## config.mk

```make
export PLATFORM = sky130hd
export DESIGN_NAME = button_pulse
export DESIGN_NICKNAME = d
export VERILOG_FILES = /design/src/rtl/button_pulse.sv
export SDC_FILE = /design/constraint.sdc
export NUM_CORES = 1
export LEC_CHECK = 0
export ABC_AREA = 0
export CORE_MARGIN = 2
export CORE_UTILIZATION = 40
export CTS_CLUSTER_SIZE = 28
export DETAILED_ROUTE_END_ITERATION = 6
export DONT_BUFFER_PORTS = 1
export HOLD_SLACK_MARGIN = 0.05
export PLACE_DENSITY = 0.59
export SLEW_MARGIN = 5
export SYNTH_ARGS = -nofsm -noshare
export SYNTH_HDL_FRONTEND = slang
export SYNTH_SLANG_ARGS = --single-unit
```

## constraint.sdc

```tcl
create_clock -name clk -period 1.4 [get_ports clk]
set_input_delay 0.35 -clock clk [delete_from_list [all_inputs] [get_ports clk]]
set_output_delay 0.35 -clock clk [all_outputs]
set_load 0.005 [all_outputs]
```

## src/rtl/button_pulse.sv

```systemverilog
// ---------------------------------------------------------------------------
// button_pulse
//
// Turns a raw mechanical push-button into clean control strobes for the
// counter stage. The raw input is brought into the clock domain with a
// two-flop synchroniser. A consecutive-sample debounce FSM then filters it.
// While the button stays held, the block can optionally emit auto-repeat
// strobes.
//
// Parameters:
//   DB_CYCLES  - consecutive identical samples needed to accept a press or
//                a release (>= 1)
//   RPT_EN     - 1: auto-repeat while held, 0: one pulse per press
//   RPT_DELAY  - cycles from the press pulse to the first repeat (>= 1)
//   RPT_PERIOD - cycles between later repeats (>= 1)
//
// Ports:
//   clk    - posedge clock, the only clock domain
//   rst_n  - asynchronous active-low reset
//   btn_in - raw button, active high, asynchronous, may bounce
//   pulse  - registered one-cycle strobe per accepted press and per repeat
//   level  - registered debounced button state
// ---------------------------------------------------------------------------
module button_pulse #(
  parameter int DB_CYCLES  = 16,
  parameter int RPT_EN     = 1,
  parameter int RPT_DELAY  = 64,
  parameter int RPT_PERIOD = 16
) (
  input  logic clk,
  input  logic rst_n,
  input  logic btn_in,
  output logic pulse,
  output logic level
);

  localparam int MAX_A     = (DB_CYCLES > RPT_DELAY) ? DB_CYCLES : RPT_DELAY;
  localparam int MAX_CYC   = (MAX_A > RPT_PERIOD) ? MAX_A : RPT_PERIOD;
  localparam int CW        = $clog2(MAX_CYC + 1);

  localparam logic [CW-1:0] ONE      = CW'(1);
  localparam logic [CW-1:0] DB_LAST  = CW'(DB_CYCLES - 1);
  localparam logic [CW-1:0] DELAY_T  = CW'(RPT_DELAY);
  localparam logic [CW-1:0] PERIOD_T = CW'(RPT_PERIOD);

  typedef enum logic [1:0] {
    IDLE,
    PRESS_WAIT,
    HELD,
    RELEASE_WAIT
  } state_t;

  logic          sync1;
  logic          sync2;
  state_t        state;
  state_t        state_next;
  logic [CW-1:0] db_cnt;
  logic [CW-1:0] db_next;
  logic [CW-1:0] rpt_cnt;
  logic [CW-1:0] rpt_next;
  logic          rpt_phase;
  logic          phase_next;
  logic          press_evt;
  logic          press_next;
  logic          rpt_hit;
  logic [CW-1:0] rpt_target;
  logic          s;

  // Two-flop synchroniser; only the second flop is seen by the FSM.
  always_ff @(posedge clk or negedge rst_n) begin
    if (!rst_n) begin
      sync1 <= 1'b0;
      sync2 <= 1'b0;
    end else begin
      sync1 <= btn_in;
      sync2 <= sync1;
    end
  end

  assign s = sync2;

  // The first repeat waits RPT_DELAY cycles. Later repeats use RPT_PERIOD.
  // The counter restarts at 1 on every hit, so it never exceeds its target.
  assign rpt_target = rpt_phase ? PERIOD_T : DELAY_T;

  // State and counter registers.
  always_ff @(posedge clk or negedge rst_n) begin
    if (!rst_n) begin
      state     <= IDLE;
      db_cnt    <= '0;
      rpt_cnt   <= '0;
      rpt_phase <= 1'b0;
      press_evt <= 1'b0;
    end else begin
      state     <= state_next;
      db_cnt    <= db_next;
      rpt_cnt   <= rpt_next;
      rpt_phase <= phase_next;
      press_evt <= press_next;
    end
  end

  // Debounce and repeat scheduling. The sample that completes a run of
  // DB_CYCLES is the one for which db_cnt already holds DB_CYCLES-1.
  always_comb begin
    state_next = state;
    db_next    = db_cnt;
    rpt_next   = rpt_cnt;
    phase_next = rpt_phase;
    press_next = 1'b0;
    rpt_hit    = 1'b0;
    case (state)
      IDLE: begin
        db_next = '0;
        if (s) begin
          if (DB_CYCLES == 1) begin
            state_next = HELD;
            press_next = 1'b1;
            rpt_next   = '0;
            phase_next = 1'b0;
          end else begin
            state_next = PRESS_WAIT;
            db_next    = ONE;
          end
        end
      end
      PRESS_WAIT: begin
        if (!s) begin
          state_next = IDLE;
          db_next    = '0;
        end else if (db_cnt >= DB_LAST) begin
          state_next = HELD;
          db_next    = '0;
          press_next = 1'b1;
          rpt_next   = '0;
          phase_next = 1'b0;
        end else begin
          db_next = db_cnt + ONE;
        end
      end
      HELD: begin
        db_next = '0;
        if (!s) begin
          if (DB_CYCLES == 1) begin
            state_next = IDLE;
          end else begin
            state_next = RELEASE_WAIT;
            db_next    = ONE;
          end
        end else if (RPT_EN != 0) begin
          if (rpt_cnt == rpt_target) begin
            rpt_hit    = 1'b1;
            rpt_next   = ONE;
            phase_next = 1'b1;
          end else begin
            rpt_next = rpt_cnt + ONE;
          end
        end
      end
      RELEASE_WAIT: begin
        if (s) begin
          // The button came back before the release was accepted, so the
          // repeat schedule starts over from the initial delay.
          state_next = HELD;
          db_next    = '0;
          rpt_next   = '0;
          phase_next = 1'b0;
        end else if (db_cnt >= DB_LAST) begin
          state_next = IDLE;
          db_next    = '0;
        end else begin
          db_next = db_cnt + ONE;
        end
      end
      default: begin
        state_next = IDLE;
        db_next    = '0;
        rpt_next   = '0;
        phase_next = 1'b0;
      end
    endcase
  end

  // Registered outputs. The !pulse term ensures the strobe is never high
  // for two consecutive cycles, even with extreme repeat settings.
  always_ff @(posedge clk or negedge rst_n) begin
    if (!rst_n) begin
      pulse <= 1'b0;
      level <= 1'b0;
    end else begin
      pulse <= (press_evt || rpt_hit) && !pulse;
      level <= (state == HELD) || (state == RELEASE_WAIT);
    end
  end

endmodule
```

==> metrics.txt, run 1 <==
Synth Area in Compound Gates=0.130; fin area=1280 um2; largest family of logic cells by synthesized area=simple AND/OR/NAND/NOR gates; Post-Synthesis Cells=93; dpl cell area=1150 um2; number of global-route vias before repair=744; TritonCTS clock tree=built; largest net degree at the start of global routing=23; fin cells=140; Adder-Cell Fraction of Synth Area=0.0354; Yosys warnings=0; synth unique cells=37; final HPWL from detailed placement=1.29 mm; via count=736; WS Path Type=flip-flop to flip-flop; outcome=finished, final reports clean; routed wire length=1.91 mm; Tightest Hold Check Type=input pin to async pin; CTS Buffer Depth=2; period utilization=0.946; P&R area growth vs syn=20.4%; CTS buffer count=3; Clock transition at path regs=120 ps; Nets=117; clk sinks=22; Die X=55.5 um; CTS root buf=clkbuf_4; nature of the critical path startpoint=flip-flop; antenna violations before repair=0; Min Clock Period, post-route=1320 ps; die area=3080 um2; simple-gate share of the synthesized area=0.206; max cap viols=0; Worst Skew=2.72 ps; DR pass1 iterations=5; worst skew pair latency=300 ps; Worst path max stage delay=410 ps; routability cong.=0.782; RSZ-0062 raised after global routing=true; Setup violations, final=0; Crit-path slowest cell=dfrtp_1; Fmax=755 MHz; Critical Path End Type=flip-flop; IO Port Bufs=0; Iter 0 DRT Violations=5; Post-Place Cells=133; initial core utilization=0.424; crit path max fanout=3; crit-path leading delay family=simple AND/OR/NAND/NOR gates; Final Hold Viols=0; layout cells sized above 1=0.327; Post-synth EDFFs=0; most common cell after layout, fill and taps aside=dfrtp_1; PD cells=1530 nW/um2; worst-case vdd ir drop=0.863 mV; highest-count cells in the layout ignoring fill and taps=dfrtp_1, buf_4; GRT Overall Usage=0.133; GR Overflow Total=0; Avg Inst Size Synth=11.4 um2; DIE HEIGHT=55.5 um; Post-Synth XOR/XNOR Area=0.0248; cell area after synthesis=1060 um2; final slew viol count=0; worst-margin pin slew=985 ps; crit-path cells=buf_4 -> ha_1 -> and3_4 -> nand3_2 -> nand4_1 -> o221ai_2; # DRC=0; via/cell ratio=5.26; placeable core area=2500 um2; FF+latch count, synth=22; sequential cell area fraction in the yosys report=0.519; leak pwr=0.561 nW; global-route wire length before repair=3.21 mm; Crit path arrival time=1560 ps; Post-synth top flop=dfrtp_1; H-tree Lvls=1; # rows=18; multiplexer share of the synthesized area=0.0200; multi-input logic area=510 um2; flop2flop setup slack=80 ps; Filler cells=231; CP bufs+invs=1; diode count=0; CP Data Required Time=1630 ps; Slew headroom=0.344; setup TNS=0 ps; I/O pin total=5; setup ws final=75.6 ps; FF/Latch Area=551 um2; Async SR Flop Fraction=1.00; post-detailed-route wirelength per cell=13.6 um; Setup WS pre-CTS=-96.6 ps; Final ANT Viol Nets=0
path summary, 6_finish.rpt:
check / cells after the start / to / start
max: 6 / rpt_cnt[6]$_DFFE_PN0P_ / rpt_cnt[0]$_DFFE_PN0P_
min: 1 / rpt_cnt[2]$_DFFE_PN0P_ / rst_n
max reg2reg: 6 / rpt_cnt[6]$_DFFE_PN0P_ / rpt_cnt[0]$_DFFE_PN0P_
min reg2reg: 0 / s$_DFF_PN0_ / sync1$_DFF_PN0_
max in group asynchronous: 1 / state[0]$_DFFE_PN0P_ / rst_n
min in group clk: 0 / s$_DFF_PN0_ / sync1$_DFF_PN0_
metal layers:
layer | vias up | track usage | wire, um
li1 | 362 | - | -
met1 | 358 | 0.169 | 852
met2 | 12 | 0.214 | 987
met3 | 4 | 0.0304 | 50
met4 | 0 | 0.0592 | 18
met5 | - | 0 | 0
metrics by stage:
step | hold slack, ps | total power, mW | utilization
2_1_floorplan | 54.4 | 1.31 | -
3_3_place_gp | 55.1 | 1.43 | 0.461
3_5_place_dp | 55.4 | 1.45 | 0.461
4_1_cts | 373 | 1.85 | 0.491
5_1_grt | 334 | 2.10 | 0.511
6_report | 263 | 1.95 | 0.511
flip-flops by register name, indices dropped and copies added (netlist names), named ones only:
name,cells
state,1
sync1,1
s,1
db_cnt,7
pulse,1
rpt_cnt,7
press_evt,1
level,1
rpt_phase,1
logic make-up after synthesis:
kind of cell,after synthesis
AOI/OAI and AO/OA,19
xor gates and xnor gates,3
adders and majority gates,3
buffers and inverters,10
DFF,22
muxes,2
other,1
and+or+nand+nor,33
cell type report:
class	count	share of cell area
multi-input cells	63	0.400
flip-flops and latches	22	0.431
inverters	6	0.0176
repair buffers	15	0.0940
clock buffers	4	0.0284
well taps	30	0.0294
cell usage after synthesis (2+ instances only):
cell,count,share of area
dfrtp_1,22,0.52
nand4_1,3,0.018
ha_1,3,0.035
and3_1,2,0.012
nor2_1,2,0.0071
nand3_1,6,0.028
nor3_1,3,0.014
nor3b_1,2,0.014
a21oi_1,4,0.019
a31oi_1,4,0.024
or2b_1,2,0.014
inv_1,6,0.021
o21ai_0,2,0.0094
buf_6,3,0.032
o21ai_1,2,0.0094
nand2_1,5,0.018
xnor2_1,2,0.017
where the power goes:
group	switching (mW)	internal [mW]
combinational	0.325	0.400
sequential	0.122	0.754
clock	0.191	0.159
repair_timing:
| action | in CTS | in global routing |
|---|---|---|
| hold buffers | 2 | 0 |
| buffers inserted | 0 | 1 |
| gates resized for setup | 4 | 11 |
| pin swaps | 0 | 4 |
| setup endpoints to repair | 8 | 32 |
| endpoints found under the hold margin | 23 | 0 |
worst register-to-register path, stage by stage (launching register included):
cell and delay, ps:
dfrtp_1 410, buf_4 140, ha_1 220, and3_4 200
nand3_2 90, nand4_1 120, o221ai_2 80
Power figures use the tool's default switching activity.
==> run 2, diff against run 1 <==
Settings changed: CAP_MARGIN set to 15.
==> results of run 2 <==
No change in the layout: final DEF, timing and power equal those of run 1.
==> run 3, diff against run 2 <==
Settings changed: SLEW_MARGIN 5 to 20.
==> run 3 against run 2 <==
Effect of this change:
- routed wire length down 0.84%
- hold slack better by 110 ps
- clock power about the same
- critical path depth down 1
- worst setup slack worse by 6.1 ps
- utilization grew 0.70 points
- global-route usage stayed put
- register-to-register slack hardly changed
- non-clock buffer count increased by 1
- final area up 1.4%
- critical path type unchanged
- sequential cell count unchanged
==> metrics.txt, run 3 (synthesis results as in run 1) <==
outcome=finished, final reports clean (unchanged); FF/Latch Area=551 um2 (unchanged); number of global-route vias before repair=744 (unchanged); Hold Path Origin=sync1$_DFF_PN0_; # DRC=0 (unchanged); Final Hold Viols=0 (unchanged); CP Data Required Time=1630 ps (about the same); placeable core area=2500 um2 (unchanged); global routing usage on met1=0.169 (unchanged); Crit path arrival time=1560 ps (about the same); nature of the critical path startpoint=flip-flop (unchanged); Die X=55.5 um (unchanged); GR met3 Demand/Resource=0.0304 (unchanged); CP bufs+invs=0 (was 1); via count=739 (was 736); Worst path max stage delay=410 ps (about the same); WS Path Type=flip-flop to flip-flop (unchanged); diode count=0 (unchanged); dpl cell area=1150 um2 (unchanged); setup TNS=0 ps (unchanged); crit-path leading delay family=compound AO/OA/AOI/OAI gates (was simple AND/OR/NAND/NOR gates); cells on worst reg2reg path=5 (was 6); TritonCTS clock tree=built (unchanged); fin cells=141 (was 140); PD cells=1520 nW/um2 (was 1530 nW/um2); Setup WS pre-CTS=-96.6 ps (unchanged); routed wire length=1.89 mm (was 1.91 mm); # rows=18 (unchanged); fin area=1290 um2 (was 1280 um2); GRT busiest layer=met2 (unchanged); met2 Use GR=0.214 (unchanged); most common cell after layout, fill and taps aside=dfrtp_1 (unchanged); crit-path cells=ha_2 -> nand3_2 -> nand3_4 -> o21ba_4 -> o211ai_1 (was buf_4 -> ha_1 -> and3_4 -> nand3_2 -> nand4_1 -> o221ai_2); Iter 0 DRT Violations=12 (was 5); antenna violations before repair=0 (unchanged); Post-Place Cells=133 (unchanged); Clock transition at path regs=120 ps (about the same); die area=3080 um2 (unchanged); GRT Overall Usage=0.133 (unchanged); Regs by FF count=db_cnt (7), rpt_cnt (7) (unchanged); via/cell ratio=5.24 (was 5.26); Critical Path End Type=flip-flop (unchanged); Setup violations, final=0 (unchanged); Filler cells=231 (unchanged); DR pass1 iterations=4 (was 5); clk sinks=22 (unchanged); R2R Path End=rpt_cnt[4]$_DFFE_PN0P_ (was rpt_cnt[6]$_DFFE_PN0P_); worst skew pair latency=300 ps (about the same); flop2flop setup slack=70 ps (was 80 ps); P&R area growth vs syn=22.1% (was 20.4%); layout cells sized above 1=0.342 (was 0.327); leak pwr=0.557 nW (was 0.561 nW); Fmax=752 MHz (was 755 MHz); I/O pin total=5 (unchanged); global-route wire length before repair=3.21 mm (unchanged); routability cong.=0.782 (unchanged); GR Overflow Total=0 (unchanged); highest-count cells in the layout ignoring fill and taps=dfrtp_1, buf_4 (unchanged); Crit-path slowest cell=dfrtp_1 (unchanged); RSZ-0062 raised after global routing=true (unchanged); Min Clock Period, post-route=1330 ps (was 1320 ps); IO Port Bufs=0 (unchanged); Nets=118 (was 117); period utilization=0.950 (was 0.946); setup ws final=69.5 ps (was 75.6 ps); CTS root buf=clkbuf_4 (unchanged); crit path max fanout=7 (was 3); Tightest Hold Check Type=flip-flop to flip-flop (was input pin to async pin); Final ANT Viol Nets=0 (unchanged); final slew viol count=0 (unchanged); CTS Buffer Depth=2 (unchanged); final HPWL from detailed placement=1.29 mm (unchanged); multi-input logic area=526 um2 (was 510 um2); Worst Hold End=s$_DFF_PN0_; largest net degree at the start of global routing=23 (unchanged); max cap viols=0 (unchanged); CTS buffer count=3 (unchanged); hold depth=0; post-detailed-route wirelength per cell=13.4 um (was 13.6 um); DIE HEIGHT=55.5 um (unchanged); H-tree Lvls=1 (unchanged); Worst Skew=2.16 ps (was 2.72 ps); initial core utilization=0.424 (unchanged); worst-case vdd ir drop=0.857 mV (was 0.863 mV); worst r2r src=db_cnt[0]$_DFF_PN0_ (was rpt_cnt[0]$_DFFE_PN0P_)
==> run 3: cell count changes in the layout (fill, tap and decap cells not counted) <==
cell            change
a31oi_1             -1
dlymetal6s4s_1      -1
dlygate4sd3_1       +1
a31oi_4             +1
buf_2               +1
==> run 3: stage by stage <==
stage | util | hold slack [ps] | power, mW
6_report | 0.518 | 369 | 1.97
5_1_grt | 0.518 | 381 | 2.12
4_1_cts | 0.491 | 373 | 1.85
3_5_place_dp | 0.461 | 55.4 | 1.45
3_3_place_gp | 0.461 | 55.1 | 1.43
2_1_floorplan | - | 54.4 | 1.31
==> run 3: routing by layer <==
layer  vias up  part of all wire  wire length (um)
met3         6             0.022                41
met1       359              0.46               873
li1        364                 -                 -
met2        10              0.50               938
met5         -                 0                 0
met4         0             0.020                38
==> run 3: how the worst max path moves through the flow <==
stage | start | endpoint | slack, ps | depth (start not counted)
after floorplan | rpt_cnt[0]$_DFFE_PN0P_ | rpt_cnt[2]$_DFFE_PN0P_ | 40 | 6
after global placement | rpt_cnt[0]$_DFFE_PN0P_ | rpt_cnt[2]$_DFFE_PN0P_ | -20 | 6
after detailed placement | rpt_cnt[1]$_DFFE_PN0P_ | rpt_cnt[2]$_DFFE_PN0P_ | -100 | 6
after CTS | rpt_cnt[1]$_DFFE_PN0P_ | rpt_cnt[2]$_DFFE_PN0P_ | 8 | 6
after global routing | rpt_cnt[1]$_DFFE_PN0P_ | rpt_cnt[2]$_DFFE_PN0P_ | -20 | 6
final | db_cnt[0]$_DFF_PN0_ | rpt_cnt[4]$_DFFE_PN0P_ | 70 | 5
==> run 3: final cells by class <==
| type | count | share of cell area |
|---|---|---|
| Tap cell | 30 | 0.0290 |
| Clock buffer | 4 | 0.0280 |
| Multi-Input combinational cell | 63 | 0.406 |
| Sequential cell | 22 | 0.425 |
| Timing Repair Buffer | 16 | 0.0947 |
| Inverter | 6 | 0.0174 |
==> run 3: where the power goes <==
part	internal [mW]	total (mW)	switching, mW
Clock	0.159	0.348	0.189
Sequential	0.754	0.876	0.121
Combinational	0.404	0.744	0.340
==> run 3: repair_timing <==
item,CTS,global route
hold buffers,2,1
pin swaps,0,6
endpoints found under the setup margin,8,10
buffers inserted,0,1
endpoints found under the hold margin,23,22
resized for setup,4,11
